==> src/rtl/map_fill_writer.sv <==
// map_fill_writer: fills a rectangular region of the 70x50 map RAM with a constant
// value, one RAM write per clock, at address row*MAP_W + col (row-major scan).
//
// Ports:
//   clk        system clock
//   reset      asynchronous, active-high reset
//   cmd_valid  fill command present
//   cmd_ready  command can be accepted this cycle (IDLE and no clear request)
//   cmd_x0     left column of the rectangle
//   cmd_y0     top row of the rectangle
//   cmd_w      width in cells
//   cmd_h      height in cells
//   cmd_data   fill value
//   clear      request a fill of the whole map with 0 (wins over cmd_valid)
//   we         map RAM write enable
//   waddr      map RAM write address
//   wdata      map RAM write data (holds its last value between writes)
//   busy       a fill is in progress (SETUP, FILL, DONE)
//   done       one-cycle pulse when a command completes
module map_fill_writer #(
    parameter int unsigned MAP_W  = 70,
    parameter int unsigned MAP_H  = 50,
    parameter int unsigned DATA_W = 8
) (
    input  logic              clk,
    input  logic              reset,
    input  logic              cmd_valid,
    output logic              cmd_ready,
    input  logic [6:0]        cmd_x0,
    input  logic [5:0]        cmd_y0,
    input  logic [6:0]        cmd_w,
    input  logic [5:0]        cmd_h,
    input  logic [DATA_W-1:0] cmd_data,
    input  logic              clear,
    output logic              we,
    output logic [11:0]       waddr,
    output logic [DATA_W-1:0] wdata,
    output logic              busy,
    output logic              done
);

    localparam logic [7:0]  MapW8   = 8'(MAP_W);
    localparam logic [7:0]  MapH8   = 8'(MAP_H);
    localparam logic [11:0] MapW12  = 12'(MAP_W);

    typedef enum logic [1:0] {StIdle, StSetup, StFill, StDone} state_e;

    state_e              state_q, state_d;
    logic [6:0]          x0_q, x0_d;
    logic [5:0]          y0_q, y0_d;
    logic [6:0]          w_q, w_d;
    logic [5:0]          h_q, h_d;
    logic [DATA_W-1:0]   data_q, data_d;
    logic [6:0]          x_end_q, x_end_d;
    logic [5:0]          y_end_q, y_end_d;
    logic [6:0]          col_q, col_d;
    logic [5:0]          row_q, row_d;
    logic [11:0]         row_base_q, row_base_d;
    logic                we_q, we_d;
    logic [11:0]         waddr_q, waddr_d;
    logic [DATA_W-1:0]   wdata_q, wdata_d;
    logic                busy_q, busy_d;
    logic                done_q, done_d;

    // Clipping arithmetic on the latched command (only meaningful in SETUP).
    logic [7:0]  x_sum, y_sum;
    logic [6:0]  x_end_c;
    logic [5:0]  y_end_c;
    logic        empty_c;
    logic [11:0] y0_ext, base_c, next_base;
    logic        last_col, last_row;

    assign x_sum   = {1'b0, x0_q} + {1'b0, w_q};
    assign y_sum   = {2'b0, y0_q} + {2'b0, h_q};
    assign x_end_c = (x_sum > MapW8) ? MapW8[6:0] : x_sum[6:0];
    assign y_end_c = (y_sum > MapH8) ? MapH8[5:0] : y_sum[5:0];
    assign empty_c = ({1'b0, x0_q} >= MapW8) || ({2'b0, y0_q} >= MapH8) ||
                     (w_q == 7'd0) || (h_q == 6'd0);

    // y0*70 as 64+4+2; only evaluated for y0 < MAP_H so it never overflows.
    assign y0_ext    = {6'b0, y0_q};
    assign base_c    = (y0_ext << 6) + (y0_ext << 2) + (y0_ext << 1);
    assign next_base = row_base_q + MapW12;
    assign last_col  = (col_q == x_end_q - 7'd1);
    assign last_row  = (row_q == y_end_q - 6'd1);

    assign cmd_ready = (state_q == StIdle) && !clear;
    assign we        = we_q;
    assign waddr     = waddr_q;
    assign wdata     = wdata_q;
    assign busy      = busy_q;
    assign done      = done_q;

    always_comb begin
        state_d    = state_q;
        x0_d       = x0_q;
        y0_d       = y0_q;
        w_d        = w_q;
        h_d        = h_q;
        data_d     = data_q;
        x_end_d    = x_end_q;
        y_end_d    = y_end_q;
        col_d      = col_q;
        row_d      = row_q;
        row_base_d = row_base_q;
        we_d       = 1'b0;
        waddr_d    = waddr_q;
        wdata_d    = wdata_q;
        busy_d     = busy_q;
        done_d     = 1'b0;

        unique case (state_q)
            StIdle: begin
                if (clear) begin
                    x0_d    = 7'd0;
                    y0_d    = 6'd0;
                    w_d     = 7'(MAP_W);
                    h_d     = 6'(MAP_H);
                    data_d  = '0;
                    state_d = StSetup;
                    busy_d  = 1'b1;
                end else if (cmd_valid) begin
                    x0_d    = cmd_x0;
                    y0_d    = cmd_y0;
                    w_d     = cmd_w;
                    h_d     = cmd_h;
                    data_d  = cmd_data;
                    state_d = StSetup;
                    busy_d  = 1'b1;
                end
            end
            StSetup: begin
                x_end_d = x_end_c;
                y_end_d = y_end_c;
                if (empty_c) begin
                    state_d = StDone;
                    done_d  = 1'b1;
                end else begin
                    // Issue the first write straight out of SETUP.
                    state_d    = StFill;
                    col_d      = x0_q;
                    row_d      = y0_q;
                    row_base_d = base_c;
                    we_d       = 1'b1;
                    waddr_d    = base_c + {5'b0, x0_q};
                    wdata_d    = data_q;
                end
            end
            StFill: begin
                // Outputs currently show the write for (row_q, col_q); schedule the next.
                if (last_col && last_row) begin
                    state_d = StDone;
                    done_d  = 1'b1;
                end else if (last_col) begin
                    col_d      = x0_q;
                    row_d      = row_q + 6'd1;
                    row_base_d = next_base;
                    we_d       = 1'b1;
                    waddr_d    = next_base + {5'b0, x0_q};
                end else begin
                    col_d   = col_q + 7'd1;
                    we_d    = 1'b1;
                    waddr_d = row_base_q + {5'b0, col_q + 7'd1};
                end
            end
            StDone: begin
                state_d = StIdle;
                busy_d  = 1'b0;
            end
            default: begin
                state_d = StIdle;
                busy_d  = 1'b0;
            end
        endcase
    end

    always_ff @(posedge clk or posedge reset) begin
        if (reset) begin
            state_q    <= StIdle;
            x0_q       <= '0;
            y0_q       <= '0;
            w_q        <= '0;
            h_q        <= '0;
            data_q     <= '0;
            x_end_q    <= '0;
            y_end_q    <= '0;
            col_q      <= '0;
            row_q      <= '0;
            row_base_q <= '0;
            we_q       <= 1'b0;
            waddr_q    <= '0;
            wdata_q    <= '0;
            busy_q     <= 1'b0;
            done_q     <= 1'b0;
        end else begin
            state_q    <= state_d;
            x0_q       <= x0_d;
            y0_q       <= y0_d;
            w_q        <= w_d;
            h_q        <= h_d;
            data_q     <= data_d;
            x_end_q    <= x_end_d;
            y_end_q    <= y_end_d;
            col_q      <= col_d;
            row_q      <= row_d;
            row_base_q <= row_base_d;
            we_q       <= we_d;
            waddr_q    <= waddr_d;
            wdata_q    <= wdata_d;
            busy_q     <= busy_d;
            done_q     <= done_d;
        end
    end

endmodule

==> config.mk <==
export PLATFORM = sky130hd
export DESIGN_NAME = map_fill_writer
export DESIGN_NICKNAME = d
export VERILOG_FILES = /design/src/rtl/map_fill_writer.sv
export SDC_FILE = /design/constraint.sdc
export NUM_CORES = 1
export LEC_CHECK = 0
export CORE_MARGIN = 10
export CORE_UTILIZATION = 30
export CTS_CLUSTER_DIAMETER = 120
export DETAILED_ROUTE_END_ITERATION = 10
export GPL_TIMING_DRIVEN = 0
export SKIP_CTS_REPAIR_TIMING = 1
export SLEW_MARGIN = 20
export SYNTH_ARGS = -nofsm -noshare
export SYNTH_HDL_FRONTEND = slang
export SYNTH_SLANG_ARGS = --single-unit
==> constraint.sdc <==
create_clock -name clk -period 4.8 [get_ports clk]
set_input_delay 0.96 -clock clk [delete_from_list [all_inputs] [get_ports clk]]
set_output_delay 0.96 -clock clk [all_outputs]
set_load 0.02 [all_outputs]
==> summary by stage, run 1 <==
Status
The run finished with clean final reports.

Clock network
CTS saw between 90 and 100 sinks. The post-CTS clock slew at the launch and capture registers of the worst setup and hold paths is around 70 ps. In this run, CTS created clock tree buffers numbering 9. The tree is rooted in a clkbuf_16.

TritonCTS built the clock tree. The H-tree was split into 3 levels. The clock latency at the later pin of the worst-skew pair is ~370 ps. Counting along the longest clock path gives a buffer depth of 2.

Worst setup path
In this run the critical register-to-register path is launched from y0_q[4]$_DFFE_PP0P_. STA classifies the critical path endpoint as a register. By startpoint and endpoint, the worst setup path is classified as register to register. Data arrives at the worst endpoint at ~4200 ps. The worst setup path endpoint is waddr[11]$_DFFE_PP0P_. STA puts the critical path data required time at just over 5000 ps. Along the worst path, the maximum fanout reaches 11.

The worst reg-to-reg setup slack is about 840 ps. The worst setup path startpoint is y0_q[4]$_DFFE_PP0P_. Counting cells, the worst reg-to-reg path comes to 9. The category of the worst setup path launch point is a register. The endpoint of the most critical register-to-register path is waddr[11]$_DFFE_PP0P_.

Floorplanning
The area of the core region is about 23000 µm². The number of primary I/O pins is just over 60. The die span in y is ~170 µm. The floorplan step set the die width to approximately 170 µm. For this configuration, the core starts out at a cell density of between 30% and 40%.

The initialized floorplan defines 55 standard-cell rows. The die covers 29740 µm².

Synth
After synthesis, the mean cell area works out to between 9 and 10 µm². The warning count from the yosys run is 0. The gate count after technology mapping is roughly 750. The sequential share of the synthesized area is 34.10%.

The synthesized design contains 95 register bits. After synthesis, the netlist uses 75 different library cells. The most used flip-flop cell after synthesis is dfrtp_1. The synthesized netlist net count is 850.

The cell area after technology mapping is ~7000 µm². The number of synthesized flops with an enable pin is 0. In the synthesized netlist the async set-or-reset flop fraction comes to 100.0%.

Timing
The post-route clock period utilization is 82.56%. The count of final max-slew check failures was 0. The final hold violation count came to 0. The final count of negative-setup-slack endpoints is 0.

For the pin with the worst max-slew slack, the measured transition is 1117 ps. The final worst clock skew is between 10 and 15 ps. The worst pin sits at a relative slew slack of 24.56%. Setup repair after global routing left no endpoint under its margin. Timing would allow up to approximately 250 MHz.

The routed design could run at a clock period as short as 3963 ps.

Layout
The area of the multi-input gates is 4285 µm². The combined flip-flop and latch cell area is around 2400 µm². Summing all non-filler instances in the final layout gives an area of ~8300 µm². The area growth from synthesis to layout is 19.20%. The fraction of layout cells with a size suffix above 1 is 6.031%. After filler insertion, the fill cell instance count of the layout stands at 2364. The repair_antennas step left the layout with diodes totalling 0. After the last flow step, the layout net total stands at slightly above 900.

Run
The max-capacitance violation count is 0.

Global routing
For this run the aggregate overflow at the end of global routing stands at 0. Entering global routing, the biggest net connects 72 pins. For this run, the total global-route usage over all layers was measured as about 14%. The number of global-route vias before repair is ~6000.

The first global-routing pass estimated roughly 33000 µm of wire. The initial antenna violation count came to 0.

Route
The first routing iteration left slightly below 500 violations. The total via count after detailed routing is approximately 6100. The number of vias per cell after detailed routing is between 5 and 6. The number of antenna-violating nets in the routed design is 0.

The total wire length is ~21000 µm. After detailed routing, the number of remaining DRC violations is 0. In the final routed layout, each cell accounts on average for 18.15 µm. For this run, the detailed router's first-pass iteration total came to 5.

Placed design
The placed standard-cell area is between 8000 and 9000 µm². The final HPWL from detailed placement is 15650 µm. The weighted congestion reported at the end of routability-driven placement is ~0.91. The count of input and output buffers is 61.

Power
Dividing total power by cell area gives a power density of approximately 800 nW/µm². The completed layout was analyzed and its total power is about 0.0067 W. In this run the static leakage power is 3.597 nW.

Across the VDD grid, the largest voltage drop is about 0.00028 V.

Min path
The min-delay analysis places its worst path in the category register to register.
-- worst max-delay path, stage by stage (launching register included) --
cell      delay (ps)
dfrtp_1          610
fa_1             480
ha_1             360
or2_2            330
o211a_1          170
o311ai_0         950
nor4b_1          390
nand3_1          120
a31oi_1          310
a21oi_1          110
-- metrics by stage --
step / hold slack, ps / setup slack (ps) / util [%] / cells / TNS (ps)
4_1_cts: 491.0 / 908.2 / 36.48 / 1142 / 0
2_1_floorplan: 467.3 / 1363 / - / 751 / 0
6_report: 482.3 / 837.3 / 36.48 / 1142 / 0
3_5_place_dp: 474.5 / 922.1 / 35.16 / 1126 / 0
3_3_place_gp: 466.7 / -370.6 / 35.01 / 1125 / -34000
5_1_grt: 515.3 / 591.9 / 36.48 / 1142 / 0
-- cells in the final DEF, fill, tap and decap left out, types with 4 or more instances in the layout --
master,n
dfrtp_1,95
clkdlybuf4s50_1,61
ha_1,55
nand2_1,48
o21ai_0,46
inv_1,43
xnor2_1,41
nor2_1,37
a21oi_1,36
clkbuf_1,28
a22o_1,27
nand3_1,27
nor3_1,19
xor2_1,15
a21o_1,14
nor2b_1,13
a31oi_1,13
mux2_2,11
o21bai_1,11
o22ai_1,9
clkbuf_16,9
o211ai_1,8
mux2i_1,8
o22a_1,7
nor4_1,6
a211oi_1,6
nand4_1,6
o211a_1,6
o2bb2ai_1,6
fa_1,6
or3_1,5
buf_2,5
and2_1,4
a2111oi_0,4
o31ai_1,4
o21a_1,4
nor3b_1,4
a32oi_1,4
-- final cells by class --
| cell class | instances | area share, % |
|---|---|---|
| Clock inverter | 7 | 0.9335 |
| Inverter | 45 | 2.093 |
| Buffer | 35 | 1.701 |
| Sequential cell | 95 | 28.61 |
| Clock buffer | 9 | 2.710 |
| Timing Repair Buffer | 62 | 7.678 |
| Multi-Input combinational cell | 576 | 51.57 |
| Tap cell | 313 | 4.712 |
-- synthesized netlist by cell type (all sizes together) (9+ instances only) --
master | instances | area (µm²)
xor2 | 15 | 131.4
o21bai | 11 | 82.58
inv | 44 | 165.2
nand3 | 27 | 135.1
a21o | 14 | 105.1
nor2b | 13 | 81.33
a31oi | 13 | 81.33
nor2 | 37 | 138.9
o21ai | 49 | 245.2
dfrtp | 95 | 2377
a22o | 27 | 236.5
nor3 | 19 | 95.09
a21oi | 38 | 205.2
xnor2 | 41 | 359.1
o22ai | 9 | 56.30
nand2 | 48 | 180.2
clkbuf | 28 | 105.1
ha | 55 | 688.2
mux2 | 14 | 168.9
-- where the power goes --
group	total, W	leakage (nW)	internal, W	switching [W]
Combinational	0.00429	2.24	0.00181	0.00249
Sequential	0.00160	1.20	0.00115	0.000444
Clock	0.000765	0.152	0.000411	0.000353
-- cell families after synthesis --
| kind of cell | Yosys count | share of synthesized area [%] |
|---|---|---|
| AO/OA/AOI/OAI | 246 | 25.11 |
| AND/OR/NAND/NOR | 189 | 13.77 |
| flip-flops | 95 | 34.10 |
| buffers and inverters | 80 | 4.451 |
| adder cells (fa/ha/maj) | 61 | 11.59 |
| XOR/XNOR | 57 | 7.358 |
| multiplexers | 22 | 3.571 |
| other | 1 | 0.05379 |
-- how the worst min path moves through the flow --
stage,start,end,slack (ps),cells after the start
6_report,waddr[4]$_DFFE_PP0P_,waddr[4]$_DFFE_PP0P_,480,2
5_1_grt,busy$_DFFE_PP0P_,busy$_DFFE_PP0P_,520,2
4_1_cts,waddr[4]$_DFFE_PP0P_,waddr[4]$_DFFE_PP0P_,490,2
3_5_place_dp,waddr[4]$_DFFE_PP0P_,waddr[4]$_DFFE_PP0P_,470,2
3_3_place_gp,waddr[1]$_DFFE_PP0P_,waddr[1]$_DFFE_PP0P_,470,2
2_1_floorplan,data_q[0]$_DFFE_PP0P_,data_q[0]$_DFFE_PP0P_,470,1
-- routing by layer --
| metal | up-vias | wire length [µm] | GRT usage (%) |
|---|---|---|---|
| met3 | 18 | 1654 | 3.625 |
| met2 | 205 | 9136 | 22.17 |
| met1 | 2911 | 9692 | 19.20 |
| li1 | 2936 | - | - |
| met5 | - | 0 | 0 |
| met4 | 0 | 245 | 3.373 |
-- sequential cells by signal, indices dropped and copies added (netlist names), 7 cells and up --
signal      flops
x_end_q         7
wdata           8
x0_q            7
data_q          8
waddr          12
w_q             7
row_base_q     11
No activity file was read; power rests on OpenSTA's default activity.
==> run 2, diff against run 1 <==
==> constraint.sdc (replaced) <==
create_clock -name clk -period 3.25 [get_ports clk]
set_input_delay 0.65 -clock clk [delete_from_list [all_inputs] [get_ports clk]]
set_output_delay 0.65 -clock clk [all_outputs]
set_load 0.02 [all_outputs]
==> run 2 against run 1 <==
Compared with the run above: sequential cell count stayed put; largest cell class unchanged; critical path type unchanged; largest power group unchanged; first-iteration DRC count shrank 5.9%; register-to-register slack got worse by 720 ps; critical endpoint unchanged.
==> summary by stage, run 2 (synthesis gave the netlist of run 1 again) <==
Status
The run finished with clean final reports.

Route
Summed over all layers, the routed wires come to around 21000 µm. The number of vias per cell after detailed routing is around 5.4. The routed layout has around 6000 vias. The number of antenna-violating nets in the routed design is 0. The number of detailed-route iterations in the first pass is 5.

The first routing iteration left between 400 and 500 violations. The remaining routing DRC violations is 0. In the final routed layout, each cell accounts on average for around 18 µm.

Global routing
The initial antenna violation count is 0. Entering global routing, the biggest net connects between 70 and 80 pins. The first-pass GRT wire length is between 30000 and 40000 µm. The number of global-route vias before repair is between 6000 and 7000. Global routing used between 10 and 15% of the available tracks across all layers. Global routing finished with a remaining overflow of 0.

Clock network
After clock tree synthesis, the clock-pin slew on the worst setup and hold paths is 70 ps. The maximum number of buffers from clock root to sink is 2. The TritonCTS buffer count is 9. The master cell of the clock root buffer is clkbuf_16. The H-tree was split into 3 levels. The clock latency at the later pin of the worst-skew pair is 370 ps. TritonCTS built the clock tree. For this design, the sink count on the clock tree is 95.

Worst setup path
The longest individual stage delay on the worst path is roughly 520 ps. Traced cell by cell, the critical path runs through fa_1, ha_1, or2_2, o211a_1, o311ai_4, nor4b_4, nand3_1, a31oi_2, a21oi_1. The kind of end point of the critical path is a register. The arrival time of the worst setup path is around 3400 ps. The category of the critical setup timing path is register to register. The worst register-to-register path has a setup slack of ~110 ps. Along the worst path, the maximum fanout reaches 11.

STA classifies the critical path startpoint as a register. The slowest stage of the critical path is the fa_1 cell. The required time of the critical path is 3490 ps.

Layout
The finished layout holds approximately 1200 standard cells, fillers aside. The total inserted antenna cells is 0. Leaving out fill and tap cells, the most frequent cells in the layout are dfrtp_1 (87), clkdlybuf4s50_1 (61), ha_1 (50), nand2_1 (48), o21ai_0 (43). In the final layout, the share of cells above drive strength 1 is 12.77%. The most common library cell in the layout ignoring fill and taps is dfrtp_1. The post-route cell area is around 8700 µm². The layout has ~2300 filler cells. The area growth from synthesis to layout is 24.77%. The number of flip-flops in the largest register is 12. The count of nets after finishing is roughly 930.

Placed design
The final HPWL from detailed placement is approximately 16000 µm. The count of input and output buffers is between 60 and 70. The placed standard-cell area is 8008 µm².

The weighted congestion reported at the end of routability-driven placement is slightly above 0.9. The cell count after placement is 1126.

Floorplanning
In this run the vertical extent of the chip is approximately 170 µm. The die covers approximately 30000 µm². In this run the core area contains 55 standard-cell rows. The initial core utilization is a little under a third. After floorplanning, the core was sized to cover between 20000 and 25000 µm².

The number of primary I/O pins is 62. Measured along the x axis, the die boundary spans between 150 and 200 µm.

Power
The cell area power density is 1213 nW/µm². VDD sags by at most approximately 0.00043 V. The analysis attributes to cell leakage a power of around 3.7 nW.

Timing
Setup repair after global routing could not meet its margin everywhere. Dividing the final minimum period by the clock period gives a little over nine tenths. The count of final max-slew check failures came to 0. Static timing analysis puts the maximum clock frequency at between 300 and 400 MHz. The final worst clock skew is about 11 ps.

The worst slew margin relative to its limit is between 40 and 50%. Setup violations remaining at the end of the flow were counted as 0. The actual slew at the worst max-slew pin is between 700 and 800 ps. The final hold violation count is 0. The clock period minus final worst setup slack is 3136 ps.

Run
The tool flagged a number of max-cap violations equal to 0.

Min path
The worst hold path belongs to the class register to register.
## run 2: changes by cell type in the layout (fill, tap and decap cells not counted), sizes merged
cell,previous run,this run
buf,8,18
clkbuf,37,36
clkinv,4,3
clkinvlp,0,1
## run 2: per-layer routing
layer  wire length [µm]  global-route usage [%]  share of wire [%]  up-vias
li1                   -                       -                  -     2964
met3               1745                   3.625                8.2       24
met4                275                   3.373                1.3        0
met5                  0                       0                  0        -
met2               9541                   22.17                 45      212
met1               9630                   19.20                 45     2967
## run 2: stage by stage
stage / power, W / utilization, % / worst slack (ps) / setup TNS, ps / hold slack, ps
after floorplan: 0.006760 / - / 65.78 / 0 / 467.3
after global placement: 0.008570 / 35.01 / -1611 / -154590 / 466.7
after detailed placement: 0.008631 / 35.16 / -627.9 / -2412 / 474.5
after CTS: 0.009814 / 36.48 / -641.8 / -2886 / 491.0
after global routing: 0.01144 / 38.19 / -53.12 / -102.8 / 515.3
final: 0.01055 / 38.19 / 113.7 / 0 / 482.0
## run 2: where the power goes
group / internal [W] / leakage (nW) / switching (W)
logic: 0.00306 / 2.35 / 0.00402
clock network: 0.000607 / 0.152 / 0.000523
registers: 0.00171 / 1.19 / 0.000630
total: 0.00538 / 3.70 / 0.00518
## run 2: critical path: cells and delay by family, from the launching register on
family	cells	cell delay (ps)
DFF	1	500
AOI/OAI and AO/OA	4	870
adders and majority gates	2	900
and+or+nand+nor	3	760
## run 2: final timing paths
kind | end | cells after the start | from
worst max-delay path | waddr[11]$_DFFE_PP0P_ | 9 | y0_q[4]$_DFFE_PP0P_
worst min-delay path | waddr[4]$_DFFE_PP0P_ | 2 | waddr[4]$_DFFE_PP0P_
worst max register to register | waddr[11]$_DFFE_PP0P_ | 9 | y0_q[4]$_DFFE_PP0P_
worst min register to register | waddr[4]$_DFFE_PP0P_ | 2 | waddr[4]$_DFFE_PP0P_
max in group asynchronous | row_base_q[1]$_DFFE_PP0P_ | 3 | reset
min in group asynchronous | wdata[0]$_DFFE_PP0P_ | 2 | reset
## run 2: area by class of cell
type	count	area (µm²)	share of cell area (%)
timing repair buffer	72	725.7	8.343
inverter	45	177.7	2.043
multi-input combinational	576	4573	52.57
sequential	95	2387	27.45
clock buffer	9	225.2	2.589
buffer	34	140.1	1.611
tap	313	391.6	4.502
clock inverter	7	77.57	0.8918
